`src/rtl/cpu_seq_ctrl.sv`:
```
// ----------------------------------------------------------------------------
// cpu_seq_ctrl
//
// Multi-cycle sequencer for the 8-bit CPU datapath (8x8 register file, 3-bit
// ALU op, 32-bit PC).
//
// Each instruction takes the path FETCH -> DECODE -> EXEC -> WB.
// - FETCH holds imem_req high until imem_ack arrives.
// - DECODE registers the control fields.
// - EXEC presents them to the datapath.
// - WB strobes the register-file write and advances the PC.
//
// A fetch that waits too long, or an unknown opcode, parks the sequencer in a
// sticky FAULT state. Only reset leaves FAULT.
//
// Build option:
//   CPU_SEQ_BRANCH_EN - enables opcode 06 (JMP) and 07 (BEQ). Without it, both
//                       opcodes are illegal.
//
// Parameters:
//   RESET_PC   PC value loaded on reset
//   TIMEOUT    FETCH cycles without imem_ack before a timeout fault (>= 1)
//
// Ports:
//   clk          system clock, rising edge
//   rst          asynchronous reset, active low
//   run          1 = execute; 0 = stop after the current instruction
//   imem_req     fetch request (high for the whole of FETCH)
//   imem_addr    fetch address (= pc)
//   imem_ack     fetch complete; imem_data is valid in the same cycle
//   imem_data    instruction word
//   alu_zero     ALU result is zero (sampled at the end of EXEC)
//   pc           current program counter
//   alu_op       ALU operation
//   imm_sel      1 = ALU operand 2 comes from imm_val
//   imm_val      immediate, ir[7:0]
//   rd_addr1     register read address 1, ir[10:8]
//   rd_addr2     register read address 2, ir[2:0]
//   wr_addr      register write address, ir[18:16]
//   wr_en        register-file write strobe (one WB cycle)
//   busy         sequencer is neither IDLE nor FAULT
//   fault        sticky fault flag
//   fault_code   00 none, 01 illegal opcode, 10 fetch timeout
//   retired      retired-instruction count, wraps
// ----------------------------------------------------------------------------
module cpu_seq_ctrl #(
    parameter logic [31:0] RESET_PC = 32'h0000_0000,
    parameter int          TIMEOUT  = 16
) (
    input  logic        clk,
    input  logic        rst,
    input  logic        run,
    output logic        imem_req,
    output logic [31:0] imem_addr,
    input  logic        imem_ack,
    input  logic [31:0] imem_data,
    input  logic        alu_zero,
    output logic [31:0] pc,
    output logic [2:0]  alu_op,
    output logic        imm_sel,
    output logic [7:0]  imm_val,
    output logic [2:0]  rd_addr1,
    output logic [2:0]  rd_addr2,
    output logic [2:0]  wr_addr,
    output logic        wr_en,
    output logic        busy,
    output logic        fault,
    output logic [1:0]  fault_code,
    output logic [15:0] retired
);

    localparam int               CNT_W    = $clog2(TIMEOUT + 1);
    localparam logic [CNT_W-1:0] CNT_LAST = CNT_W'(TIMEOUT - 1);

    typedef enum logic [2:0] {
        S_IDLE,
        S_FETCH,
        S_DECODE,
        S_EXEC,
        S_WB,
        S_FAULT
    } state_t;

    state_t             state_reg,      state_next;
    logic [31:0]        pc_reg,         pc_next;
    logic [31:0]        ir_reg,         ir_next;
    logic [CNT_W-1:0]   wait_cnt_reg,   wait_cnt_next;
    logic [2:0]         alu_op_reg,     alu_op_next;
    logic               imm_sel_reg,    imm_sel_next;
    logic [7:0]         imm_val_reg,    imm_val_next;
    logic [2:0]         rd_addr1_reg,   rd_addr1_next;
    logic [2:0]         rd_addr2_reg,   rd_addr2_next;
    logic [2:0]         wr_addr_reg,    wr_addr_next;
    logic               write_reg,      write_next;
    logic               jump_reg,       jump_next;
    logic               beq_reg,        beq_next;
    logic               zero_reg,       zero_next;
    logic [1:0]         fault_code_reg, fault_code_next;
    logic [15:0]        retired_reg,    retired_next;

    // Opcode decode of the held instruction word
    logic       dec_legal;
    logic [2:0] dec_alu_op;
    logic       dec_imm_sel;
    logic       dec_write;
    logic       dec_jump;
    logic       dec_beq;

    always_comb begin
        dec_legal   = 1'b1;
        dec_alu_op  = 3'b000;
        dec_imm_sel = 1'b0;
        dec_write   = 1'b0;
        dec_jump    = 1'b0;
        dec_beq     = 1'b0;
        case (ir_reg[31:24])
            8'h00: begin dec_alu_op = 3'b000; dec_imm_sel = 1'b1; dec_write = 1'b1; end // LOADI
            8'h01: begin dec_alu_op = 3'b001; dec_write = 1'b1; end                     // MOV
            8'h02: begin dec_alu_op = 3'b010; dec_write = 1'b1; end                     // ADD
            8'h03: begin dec_alu_op = 3'b011; dec_write = 1'b1; end                     // SUB
            8'h04: begin dec_alu_op = 3'b100; dec_write = 1'b1; end                     // AND
            8'h05: begin dec_alu_op = 3'b101; dec_write = 1'b1; end                     // OR
`ifdef CPU_SEQ_BRANCH_EN
            8'h06: begin dec_jump = 1'b1; end                                           // JMP
            8'h07: begin dec_alu_op = 3'b011; dec_beq = 1'b1; end                       // BEQ (compare by SUB)
`else
            8'h06, 8'h07: dec_legal = 1'b0;
`endif
            default: dec_legal = 1'b0;
        endcase
    end

    // Branch target: word offset ir[23:16], sign-extended, relative to pc+4.
    // Without branch support, jump_reg/beq_reg never set and the target is
    // never selected.
    logic [31:0] pc_seq;
    logic [31:0] branch_off;
    logic        take_branch;

    assign pc_seq      = pc_reg + 32'd4;
    assign branch_off  = {{22{ir_reg[23]}}, ir_reg[23:16], 2'b00};
    assign take_branch = jump_reg | (beq_reg & zero_reg);

    // Instruction bits with no field in this encoding
    logic unused_ir_bits;
    assign unused_ir_bits = &{1'b0, ir_reg[15:11]};

    always_comb begin
        state_next      = state_reg;
        pc_next         = pc_reg;
        ir_next         = ir_reg;
        wait_cnt_next   = wait_cnt_reg;
        alu_op_next     = alu_op_reg;
        imm_sel_next    = imm_sel_reg;
        imm_val_next    = imm_val_reg;
        rd_addr1_next   = rd_addr1_reg;
        rd_addr2_next   = rd_addr2_reg;
        wr_addr_next    = wr_addr_reg;
        write_next      = write_reg;
        jump_next       = jump_reg;
        beq_next        = beq_reg;
        zero_next       = zero_reg;
        fault_code_next = fault_code_reg;
        retired_next    = retired_reg;

        case (state_reg)
            S_IDLE: begin
                wait_cnt_next = '0;
                if (run) begin
                    state_next = S_FETCH;
                end
            end

            S_FETCH: begin
                if (imem_ack) begin
                    ir_next       = imem_data;
                    wait_cnt_next = '0;
                    state_next    = S_DECODE;
                end else if (wait_cnt_reg == CNT_LAST) begin
                    // This is FETCH cycle number TIMEOUT without an ack.
                    state_next      = S_FAULT;
                    fault_code_next = 2'b10;
                end else begin
                    wait_cnt_next = wait_cnt_reg + 1'b1;
                end
            end

            S_DECODE: begin
                if (dec_legal) begin
                    alu_op_next   = dec_alu_op;
                    imm_sel_next  = dec_imm_sel;
                    imm_val_next  = ir_reg[7:0];
                    rd_addr1_next = ir_reg[10:8];
                    rd_addr2_next = ir_reg[2:0];
                    wr_addr_next  = ir_reg[18:16];
                    write_next    = dec_write;
                    jump_next     = dec_jump;
                    beq_next      = dec_beq;
                    state_next    = S_EXEC;
                end else begin
                    // The faulting instruction leaves pc and the control
                    // fields untouched.
                    state_next      = S_FAULT;
                    fault_code_next = 2'b01;
                end
            end

            S_EXEC: begin
                zero_next  = alu_zero;
                state_next = S_WB;
            end

            S_WB: begin
                pc_next      = take_branch ? (pc_seq + branch_off) : pc_seq;
                retired_next = retired_reg + 16'd1;
                state_next   = run ? S_FETCH : S_IDLE;
            end

            S_FAULT: begin
                state_next = S_FAULT;
            end

            default: begin
                state_next = S_IDLE;
            end
        endcase
    end

    always_ff @(posedge clk or negedge rst) begin
        if (!rst) begin
            state_reg      <= S_IDLE;
            pc_reg         <= RESET_PC;
            ir_reg         <= '0;
            wait_cnt_reg   <= '0;
            alu_op_reg     <= '0;
            imm_sel_reg    <= 1'b0;
            imm_val_reg    <= '0;
            rd_addr1_reg   <= '0;
            rd_addr2_reg   <= '0;
            wr_addr_reg    <= '0;
            write_reg      <= 1'b0;
            jump_reg       <= 1'b0;
            beq_reg        <= 1'b0;
            zero_reg       <= 1'b0;
            fault_code_reg <= '0;
            retired_reg    <= '0;
        end else begin
            state_reg      <= state_next;
            pc_reg         <= pc_next;
            ir_reg         <= ir_next;
            wait_cnt_reg   <= wait_cnt_next;
            alu_op_reg     <= alu_op_next;
            imm_sel_reg    <= imm_sel_next;
            imm_val_reg    <= imm_val_next;
            rd_addr1_reg   <= rd_addr1_next;
            rd_addr2_reg   <= rd_addr2_next;
            wr_addr_reg    <= wr_addr_next;
            write_reg      <= write_next;
            jump_reg       <= jump_next;
            beq_reg        <= beq_next;
            zero_reg       <= zero_next;
            fault_code_reg <= fault_code_next;
            retired_reg    <= retired_next;
        end
    end

    assign imem_req   = (state_reg == S_FETCH);
    assign imem_addr  = pc_reg;
    assign pc         = pc_reg;
    assign alu_op     = alu_op_reg;
    assign imm_sel    = imm_sel_reg;
    assign imm_val    = imm_val_reg;
    assign rd_addr1   = rd_addr1_reg;
    assign rd_addr2   = rd_addr2_reg;
    assign wr_addr    = wr_addr_reg;
    assign wr_en      = (state_reg == S_WB) && write_reg;
    assign busy       = (state_reg != S_IDLE) && (state_reg != S_FAULT);
    assign fault      = (state_reg == S_FAULT);
    assign fault_code = fault_code_reg;
    assign retired    = retired_reg;

endmodule

```
`config.mk`:
```
export PLATFORM = sky130hd
export DESIGN_NAME = cpu_seq_ctrl
export DESIGN_NICKNAME = d
export VERILOG_FILES = /design/src/rtl/cpu_seq_ctrl.sv
export SDC_FILE = /design/constraint.sdc
export NUM_CORES = 1
export LEC_CHECK = 0
export ABC_AREA = 0
export BUFFER_PORTS_ARGS = -buffer_cell sky130_fd_sc_hd__buf_4
export CAP_MARGIN = 20
export CORE_AREA = 2 2 98 100
export CTS_CLUSTER_SIZE = 10
export DETAILED_ROUTE_END_ITERATION = 8
export DIE_AREA = 0 0 100 102
export PLACE_DENSITY = 0.84
export SETUP_SLACK_MARGIN = 0.5
export SLEW_MARGIN = 20
export SYNTH_ARGS = -nofsm -noshare
export SYNTH_HDL_FRONTEND = slang
export SYNTH_SLANG_ARGS = --single-unit
export TNS_END_PERCENT = 5
```
`constraint.sdc`:
```
create_clock -name clk -period 2 [get_ports clk]
set_input_delay 0.1 -clock clk [delete_from_list [all_inputs] [get_ports clk]]
set_output_delay 0.1 -clock clk [all_outputs]
set_load 0.005 [all_outputs]
```
-- Word level (Yosys, flattened, before mapping)
Index checks and enable logic that the tools add are counted.
- reductions and logical operators: 13
- add/subtract/negate cells: 3
- mux-type cells: 16
- equal/unequal tests: 18
- operators with widths (operator ; number):
    32-bit by 3-bit adder with 32-bit output (second input constant) ; 1
    3-bit one-hot mux with 6 select lines ; 1
    16-bit by 1-bit adder with 16-bit output (second input constant) ; 1
    8-bit by 2-bit equality test with 1-bit output (second input constant) ; 2
    8-bit by 3-bit equality test with 1-bit output (second input constant) ; 2
    3-bit one-hot mux with 5 select lines ; 1
    3-bit two-way mux ; 4
    5-bit two-way mux ; 2
    5-bit one-hot mux with 2 select lines ; 1
    8-bit by 1-bit equality test with 1-bit output (second input constant) ; 1
    8-bit zero test ; 1
    2-bit AND reduction ; 4
    3-bit by 2-bit equality test with 1-bit output (second input constant) ; 2
    3-bit equality test (second input constant) ; 2
    2-bit two-way mux ; 3
    2-bit inequality test (second input constant) ; 3
    3-bit inequality test (second input constant) ; 2
    6-bit OR reduction ; 1
    5-bit by 1-bit adder with 5-bit output (second input constant) ; 1
    5-bit by 4-bit equality test with 1-bit output (second input constant) ; 1
    2-bit one-hot mux with 2 select lines ; 1
    4-bit AND reduction ; 1
    2-bit nonzero test ; 2
    3-bit by 1-bit equality test with 1-bit output (second input constant) ; 1
    6 further kinds ; 9
- logic and storage cells: 63
- register bits after elaboration: 112
- output and inout port bits: 107
- bits of input ports: 37

-- Longest topological paths before layout
- depth in word-level cells: 5
- depth in mapped cells: 7
- gate-level depth less buffers: 7

-- Least setup slack after synthesis
No wires, ideal clock.
- path type: register to register
- from: register state_reg[0]
- to: register alu_op_reg[0] (netlist: alu_op[0])
- required time: 1875 ps
- period minus slack after synthesis: 1773 ps
- setup slack: 227 ps
- stages on the path, launching flop included: 7
- buffers on the path: 2
- library setup time: 125 ps
- data arrival time: 1649 ps
- cell sequence: dfrtp_1 buf_4 nor2_2 nand4_2 a21oi_4 buf_4 mux2_2
- cells in the longest elaborated chain, start to end: 2
- RTL lines (item ; RTL line ; RTL):
    from (decl) ; 84 ; state_t state_reg, state_next;
    from (signal assigned) ; 248 ; state_reg <= state_next;
    3-bit by 2-bit equality test with 1-bit output ; 166 ; case (state_reg)
    2-bit AND reduction (no source line) ; - ;
    to (signal assigned) ; 252 ; alu_op_reg <= alu_op_next;
    to (decl) ; 88 ; logic [2:0] alu_op_reg, alu_op_next;
Every way passes these cells.
A chain may end at the register's enable or synchronous reset.

-- Final worst setup path
- from: register state_reg[1]
- to: output port wr_en
- cells in the longest elaborated chain, start to end: 2
- RTL lines (item ; RTL line ; RTL):
    3-bit equality test ; 276 ; assign wr_en = (state_reg == S_WB) && write_reg;
    1-bit logical AND ; 276 ;
    to (decl) ; 65 ; output logic wr_en,
Every way passes these cells.

==> impl_metrics.toml <==
[critical_path]
cpPeakStageDelay_ns = 0.41
endpoint_kind = "output port"
required_ns = 1.90
r2r_cells = 4
path_cells = "buf_6, nor3b_4, buf_6, buf_6, and2_4, buf_6"
rrSetupSlack_ns = 0.33
cpMaxStageDelayCell = "dfrtp_1"
critPathLaunchType = "flip-flop"
crit_buf_inv = 4
criticalPathCategory = "flip-flop to output port"
worstPathArrival_ns = 1.60
worst_path_most_repeated_cell = "buf_6"
r2r-end = "retired[12]"
cp_top_family = "buffers and inverters"
path_max_fanout = 4
r2r-start = "state_reg[0]"

[sta]
holdWs_ns = 0.0707
hold_viol_final = 0
timing.final.max_slew_violations = 0
tns_ns = 0
timing.fmax_ghz = 0.588
finClkSkew_ns = 0.0141
relSlewSlack_pct = 65.3
layout_setup_ws_ns = 0.299
tightest_slew_ns = 0.520
timing.final.crit_period_ns = 1.70
rsz0062_at_grt = "true"
setup_viol = 0
period_share_pct = 85.1

[route]
firstDrtPassIters = 4
wirelength_mm = 10.2
via_count = 3378
viasPerCell = 5.14
drt_iter0_drc = 59
antenna_left = 0
wl_per_cell_um = 15.6
remaining_drc_errors = 0

[clocking]
numCtsBuffers = 9
clock_path_buffers = 2
cts_htree_levels = 3
path_clk_slew_ns = 0.09
cts_tree = "yes"
ctsRootBufferMaster = "clkbuf_8"
clock-sinks = 97
clk_latency_ns = 0.36

[finish]
final_common_cell = "buf_4"
final_cells = 657
largest_reg_flops = 30
multi_input_area_mm2 = 0.00195
antenna_cells = 0
drive_gt1_share_pct = 48.2
register_area_mm2 = 0.00243
final_cell_mix = "buf_4 (160), dfrtp_1 (91), mux2_2 (29), nand2_1 (29), dlygate4sd3_1 (23)"
final_nets = 582
fillers = 643
syn2layout_area_growth_pct = 40.6

[pwr]
p_leak_nw = 3.32
p_per_area_mw_per_mm2 = 995
vdd_drop_max_uv = 713

[floorplanning]
die_w_um = 100
die_y_um = 102
pin_count = 144
core_area_mm2 = 0.00911
start_util_pct = 50.0
row_count = 35
dieArea_mm2 = 0.0102

[logic_synthesis]
synthCells = 376
ys_ff_latch = 97
synth.distinct_cells = 44
yosysSeqAreaShare_pct = 53.3
syn-cell-area_mm2 = 0.00455
yosys_warnings = 0
netlist.area_leader.share_pct = 53.3
yosysTopAreaCell = "dfrtp_1"
syn_avg_cell_area_um2 = 12.1
yosys-top-cells-area = "dfrtp_1 (53%), mux2_2 (9.2%), buf_4 (6.9%), xnor2_1 (4.2%), xor2_1 (4.2%)"

[run_status]
status = "complete, no violations"

[place]
pre_cts_ws_ns = 0.150
routabilityCongestion = 0.765
dpl.hpwl_mm = 6.40
dp_cells = 582
io_buffer_count = 128

[hold_path]
min_to = "state_reg[2]"
holdPathStages = 3
hp-class = "primary input to flip-flop"
hold_start = "imem_ack"

[grt]
gr-total-overflow = 0
grt_max_degree = 98
grt_antenna_before_repair = 0
grt_pass1_wl_mm = 16.2
grt_pass1_vias = 3352
track_usage_pct = 20.0

[flow_run]
maxCapViolCount = 0
## kinds of logic after synthesis
| logic type | synth area share, % |
|---|---|
| multiplexers | 9.59 |
| buffers and inverters | 8.03 |
| flip-flops | 53.3 |
| adder cells (fa/ha/maj) | 1.10 |
| AND/OR/NAND/NOR | 16.5 |
| XOR/XNOR | 8.47 |
| other | 0.0824 |
| AO/OA/AOI/OAI | 2.89 |
## synthesized netlist by cell type, drive strengths merged
cell / n
nand4: 14
or2: 4
and4bb: 1
ha: 4
o21ai: 7
or3: 1
and3: 4
a22o: 1
o21bai: 2
nor3: 9
nor4: 13
a31oi: 1
xor2: 22
or3b: 1
inv: 8
nor2: 12
and4: 4
o22a: 2
a21oi: 4
and3b: 2
nand2: 30
and2: 4
nor3b: 2
conb: 1
nand3b: 2
or4: 1
nand3: 12
mux2i: 2
xnor2: 22
nand2b: 2
o211a: 1
buf: 46
mux2: 37
dfrtp: 97
a21o: 1
## final cells by class
class / instances / share of cell area [%]
Sequential cell: 97 / 38.0
Multi-Input combinational cell: 228 / 30.4
Timing Repair Buffer: 197 / 25.6
Tap cell: 111 / 2.17
Clock buffer: 10 / 2.15
Clock inverter: 6 / 1.13
Inverter: 8 / 0.469
## worst register-to-register path: cells and delay by family, from the launching register on
family | cells | cell delay (ns)
and+or+nand+nor | 3 | 0.99
xor gates and xnor gates | 1 | 0.14
DFF | 1 | 0.45
## worst max-delay path by stage
stage	from	to	cells past startpoint
after floorplan	ir_reg[28]	alu_op[0]	5
after global placement	state_reg[0]	retired[12]	4
after detailed placement	imem_addr[10]	imem_addr[27]	4
after CTS	state_reg[1]	wr_en	6
after global routing	state_reg[1]	wr_en	6
final	state_reg[1]	wr_en	6
## stage by stage
step / cell area [µm²] / power (W) / util [%]
global route: 6400 / 0.00675 / 70.3
CTS: 6210 / 0.00630 / 68.2
global placement: 5520 / 0.00466 / 60.6
floorplan: 4660 / 0.00397 / -
detailed placement: 5520 / 0.00477 / 60.6
finish: 6400 / 0.00637 / 70.3
## what timing repair did
item | CTS | global route
setup endpoints to repair | 77 | 82
gates resized for setup | 20 | 14
endpoints found under the hold margin | 119 | 0
cloned | 1 | 0
hold buffers | 23 | 0
pin swaps | 6 | 7
buffers inserted | 15 | 20
## per-layer routing
| metal | vias up | global-route usage [%] | part of all wire (%) |
|---|---|---|---|
| met3 | 11 | 5.40 | 5.9 |
| met1 | 1667 | 24.7 | 42 |
| met5 | - | 0 | 0 |
| met2 | 108 | 34.5 | 51 |
| li1 | 1592 | - | - |
| met4 | 0 | 6.32 | 1.1 |
## where the power goes
part	switching (W)	internal, W	leakage (nW)
logic	0.000820	0.00131	1.95
clock network	0.000720	0.000626	0.103
registers	0.000421	0.00248	1.27
(Power assumes the default switching activity.)
